<file path="config.mk">
export PLATFORM = sky130hd
export DESIGN_NAME = mpu_store
export DESIGN_NICKNAME = d
export VERILOG_FILES = /design/src/rtl/mpu_store.sv
export SDC_FILE = /design/constraint.sdc
export NUM_CORES = 1
export LEC_CHECK = 0
export CAP_MARGIN = 20
export CORE_ASPECT_RATIO = 0.6
export CORE_MARGIN = 2
export CORE_UTILIZATION = 40
export DETAILED_ROUTE_END_ITERATION = 6
export PLACE_DENSITY_LB_ADDON = 0.12
export SYNTH_ARGS = -nofsm -noshare
export SYNTH_HDL_FRONTEND = slang
export SYNTH_SLANG_ARGS = --single-unit
export TNS_END_PERCENT = 5
</file>
<file path="constraint.sdc">
create_clock -name clk -period 5.1 [get_ports clk]
set_input_delay 0.51 -clock clk [delete_from_list [all_inputs] [get_ports clk]]
set_output_delay 0.51 -clock clk [all_outputs]
set_load 0.01 [all_outputs]
</file>
<file path="src/rtl/mpu_store.sv">
// Streams a stored matrix out of the register file in row-major order.
// Each element is read, captured, then held on a valid/ready handshake until accepted.
module mpu_store #(
  parameter int FP              = 32,
  parameter int M               = 4,
  parameter int N               = 4,
  parameter int MBITS           = 2,
  parameter int NBITS           = 2,
  parameter int MATRIX_REG_SIZE = 2
) (
  input  logic                       clk,
  input  logic                       rst,
  input  logic                       en,
  input  logic [MBITS:0]             matrix_m_size,
  input  logic [NBITS:0]             matrix_n_size,
  input  logic [MATRIX_REG_SIZE-1:0] store_addr,
  output logic                       error,
  output logic                       ack,
  output logic                       busy,
  output logic                       read_en,
  output logic [MATRIX_REG_SIZE-1:0] reg_store_addr,
  output logic [MBITS:0]             m,
  output logic [NBITS:0]             n,
  input  logic [FP-1:0]              reg_element,
  output logic [FP-1:0]              element_out,
  output logic                       element_valid,
  input  logic                       element_ready,
  output logic                       last,
  output logic                       done
);

  typedef enum logic [2:0] {
    STORE_IDLE,
    STORE_READ,
    STORE_WAIT,
    STORE_SEND,
    STORE_DONE
  } state_t;

  localparam logic [MBITS:0] M_LIM = (MBITS+1)'(M);
  localparam logic [NBITS:0] N_LIM = (NBITS+1)'(N);
  localparam logic [MBITS:0] M_ONE = (MBITS+1)'(1);
  localparam logic [NBITS:0] N_ONE = (NBITS+1)'(1);

  state_t         state, state_next;
  logic [MBITS:0] m_size_q, row_q, row_d, m_d;
  logic [NBITS:0] n_size_q, col_q, col_d, n_d;
  logic           req_ok, start, accept, at_last_col, at_last_row;
  logic           error_d, ack_d, busy_d, read_en_d, valid_d, last_d, done_d;
  logic [FP-1:0]  element_d;

  assign req_ok      = (matrix_m_size != '0) && (matrix_n_size != '0) &&
                       (matrix_m_size <= M_LIM) && (matrix_n_size <= N_LIM);
  assign start       = (state == STORE_IDLE) && en && req_ok;
  assign accept      = element_valid && element_ready;
  assign at_last_col = (col_q == n_size_q - N_ONE);
  assign at_last_row = (row_q == m_size_q - M_ONE);

  // Everything, including the element datapath, clears on reset so outputs read 0 at once.
  always_ff @(posedge clk or negedge rst) begin
    if (!rst) begin
      state          <= STORE_IDLE;
      m_size_q       <= '0;
      n_size_q       <= '0;
      reg_store_addr <= '0;
      row_q          <= '0;
      col_q          <= '0;
      error          <= 1'b0;
      ack            <= 1'b0;
      busy           <= 1'b0;
      read_en        <= 1'b0;
      m              <= '0;
      n              <= '0;
      element_out    <= '0;
      element_valid  <= 1'b0;
      last           <= 1'b0;
      done           <= 1'b0;
    end else begin
      // NOTE: non-blocking assignments keep every flop sampling pre-edge values.
      state         <= state_next;
      row_q         <= row_d;
      col_q         <= col_d;
      error         <= error_d;
      ack           <= ack_d;
      busy          <= busy_d;
      read_en       <= read_en_d;
      m             <= m_d;
      n             <= n_d;
      element_out   <= element_d;
      element_valid <= valid_d;
      last          <= last_d;
      done          <= done_d;
      if (start) begin
        m_size_q       <= matrix_m_size;
        n_size_q       <= matrix_n_size;
        reg_store_addr <= store_addr;
      end
    end
  end

  always_comb begin
    state_next = state;
    case (state)
      STORE_IDLE: if (start) state_next = STORE_READ;
      STORE_READ: state_next = STORE_WAIT;
      STORE_WAIT: state_next = STORE_SEND;
      STORE_SEND: if (accept) state_next = last ? STORE_DONE : STORE_READ;
      STORE_DONE: state_next = STORE_IDLE;
      default:    state_next = STORE_IDLE;
    endcase
  end

  // All outputs are decoded from the next state so they land in flops, never from a raw input.
  always_comb begin
    // NOTE: every comb output gets a default first so no path can infer a latch.
    row_d     = row_q;
    col_d     = col_q;
    error_d   = error;
    m_d       = m;
    n_d       = n;
    element_d = element_out;
    if (start) begin
      row_d = '0;
      col_d = '0;
    end else if ((state == STORE_SEND) && accept) begin
      if (at_last_col) begin
        col_d = '0;
        row_d = row_q + M_ONE;
      end else begin
        col_d = col_q + N_ONE;
      end
    end
    if ((state == STORE_IDLE) && en) error_d = !req_ok;
    if (state_next == STORE_READ) begin
      m_d = row_d;
      n_d = col_d;
    end
    if (state == STORE_WAIT) element_d = reg_element;
    ack_d     = (state == STORE_IDLE) && (state_next == STORE_READ);
    busy_d    = (state_next != STORE_IDLE);
    read_en_d = (state_next == STORE_READ);
    valid_d   = (state_next == STORE_SEND);
    last_d    = (state_next == STORE_SEND) && at_last_row && at_last_col;
    done_d    = (state_next == STORE_DONE);
  end

endmodule
</file>
==> summary.txt <==
Setup path
  • Data arrival time of the worst path: 2.51 ns
  • Kind of critical path: in2reg
  • Worst R2R Start: state[0]
  • WP buf/inv: 2
  • Max incr delay on CP: 0.47 ns
  • Crit path max-delay family: compound AO/OA/AOI/OAI gates
  • Crit path capture type: register
  • Slowest cell on the critical path: o21ai_0
  • Critical-path maximum fanout: 21
  • RR Endpoint: n[1]
  • Crit path launch type: input pin
  • CP cell instances: clkdlybuf4s50_1, o21ai_0, o2111ai_4, inv_2, a221oi_2, mux2_2
  • Worst Reg-to-Reg Cells: 5
  • Required @ worst endpoint: 5.32 ns
  • R2R Setup Slk: 2.98 ns

Clock tree
  • Worst skew pair latency: 0.33 ns
  • CTS buffer count: 9
  • Post_cts resized: 0
  • Clk root buf: clkbuf_8
  • H-tree Lvls: 3
  • Worst-path clk slew: 0.07 ns
  • # hold bufs at CTS: 0
  • Maximum clock path buffer count: 2
  • CTS tree: built
  • TritonCTS Sinks: 62
  • Setup bufs post-CTS: 0

Synth
  • Cells after Synth: 204
  • Number of synthesized flops with an enable pin: 0
  • Synth Register Bits: 62
  • Post-synthesis cell area: 0.00267 mm2
  • Top_reg_cell synth: dfrtp_1
  • Sequential-to-total area share from yosys stat: 58.1%
  • Async set-reset flop share out of synthesis: 100%
  • Synth unique cells: 41
  • Net count after synthesis: 252
  • Post-Syn Area per Cell: 13.1 um2
  • Ys Warns: 0

GRT
  • Grt total ovfl: 0
  • Vias in the first global route: 1816
  • Initial antenna violation count: 0
  • First-pass GRT wire length: 9340 um
  • Largest net degree at the start of global routing: 63
  • Total global-route track usage: 17.3%

Die
  • Core area: 0.00656 mm2
  • Initial core utilization: 40.7%
  • Die width: 110 um
  • # IOs: 91
  • Row cnt: 23
  • Die height: 67.3 um
  • Die area: 0.00737 mm2

Place
  • Post-DP Area: 0.00364 mm2
  • Buffers on Ports: 90
  • Hpwl dp: 4190 um
  • Routability cong.: 0.815
  • Setup WS pre-CTS: 2.46 ns

Final layout
  • Share of cells above drive strength 1: 22.0%
  • Inserted Diodes: 0
  • Layout area overhead: 43.5%
  • Nets: 347
  • Most common cell after layout, fill and taps aside: clkdlybuf4s50_1
  • Most frequent cells in the layout: clkdlybuf4s50_1, dfrtp_1, mux2_2
  • Design Area, Final: 0.00384 mm2
  • Final core occ: 58.5%

Power
  • Leakage: 0.00162 uW
  • VDD IR max: 0.000310 V
  • Cell Pwr Density: 618 mW/mm2

Flow run
  • Number of max-cap violations: 0

Drt
  • DRT antenna net count: 0
  • Drt first pass iters: 4
  • Via density: 4.91
  • WL/cell: 15.4 um
  • Drt drc: 0
  • Detailed Route WL: 6010 um
  • Via count: 1921
  • Initial DRC Count: 103

STA
  • Final clock skew: 0.00699 ns
  • Worst Tran Pin Value: 0.778 ns
  • Hold slack: 0.336 ns
  • F_max: 437 MHz
  • Tmin final: 2.29 ns
  • Final setup vio count: 0
  • Max-slew violation count: 0
  • Final worst-path cycle share: 44.9%
  • RSZ-0062 raised after global routing: no
  • Final Hold Fails: 0
  • Setup TNS: 0 ns
  • Worst slew margin: 48.2%
  • Final worst slack: 2.81 ns

Worst hold path
  • Class of the worst hold path: in2async

Run status
  • Outcome: finished, final reports clean
-- per-stage QoR --
| step | power [uW] | std cells |
|---|---|---|
| after floorplan | 1450 | 204 |
| after global placement | 1930 | 375 |
| after detailed placement | 1950 | 375 |
| after CTS | 2400 | 391 |
| after global routing | 2530 | 391 |
| final | 2370 | 391 |
-- metal layers --
metal,up-vias,share of wire (%),track usage [%]
li1,923,-,-
met1,915,51,26.2
met2,77,41,21.9
met3,6,7.3,7.14
met4,0,0.95,5.22
met5,-,0,0
-- cells by family after synthesis --
group	after synthesis	synth area share, %
flops	62	58.1
mux	34	14.3
xor+xnor	9	3.51
simple gates	54	11.4
buf+inv	14	3.00
fa+ha+maj	4	1.87
compound gates	27	7.87
-- cell usage after synthesis (2+ instances only) --
library cell / number / share of area [%]
o21ai_0: 10 / 1.9
nand3_1: 9 / 1.7
a21oi_1: 4 / 0.75
xnor2_1: 2 / 0.66
buf_2: 4 / 0.75
a221oi_2: 2 / 1.1
nor3_1: 3 / 0.56
inv_1: 5 / 0.70
nor2_1: 6 / 0.84
mux2_2: 34 / 14
ha_1: 4 / 1.9
dfrtp_1: 62 / 58
a211oi_1: 2 / 0.56
or3_1: 2 / 0.47
buf_6: 3 / 1.3
xor2_1: 6 / 2.0
nand4_1: 2 / 0.47
o31ai_1: 2 / 0.56
nand2_1: 18 / 2.5
and3_1: 3 / 0.70
-- how the worst max path moves through the flow --
stage | from | end | slack, ns | cells past startpoint
floorplan | matrix_m_size[1] | n[0] | 3.37 | 4
global placement | matrix_m_size[1] | n[1] | 2.56 | 6
detailed placement | matrix_m_size[1] | n[1] | 2.46 | 6
CTS | matrix_m_size[1] | n[1] | 2.81 | 6
global route | matrix_m_size[0] | n[1] | 2.68 | 6
finish | matrix_m_size[1] | n[1] | 2.81 | 6
-- area by class of cell --
type | count | area (um2)
fill | 558 | 2730
sequential | 62 | 1550
multi-input combinational | 128 | 1040
timing repair buffer | 92 | 911
clock buffer | 10 | 138
tap | 87 | 109
clock inverter | 6 | 61.3
inverter | 6 | 22.5
-- power by group --
group	leakage (uW)	internal (uW)	switching [uW]	total (uW)
registers	0.000734	716	136	852
clock network	0.000102	237	194	431
logic	0.000788	622	465	1090
-- registers in the layout, indices dropped and copies added (netlist names) --
register,cells
element_out,32
col_q,3
m,3
m_size_q,3
n,3
n_size_q,3
row_q,3
state,3
reg_store_addr,2
ack,1
busy,1
done,1
element_valid,1
error,1
last,1
read_en,1
No activity file was read; power rests on OpenSTA's default activity.
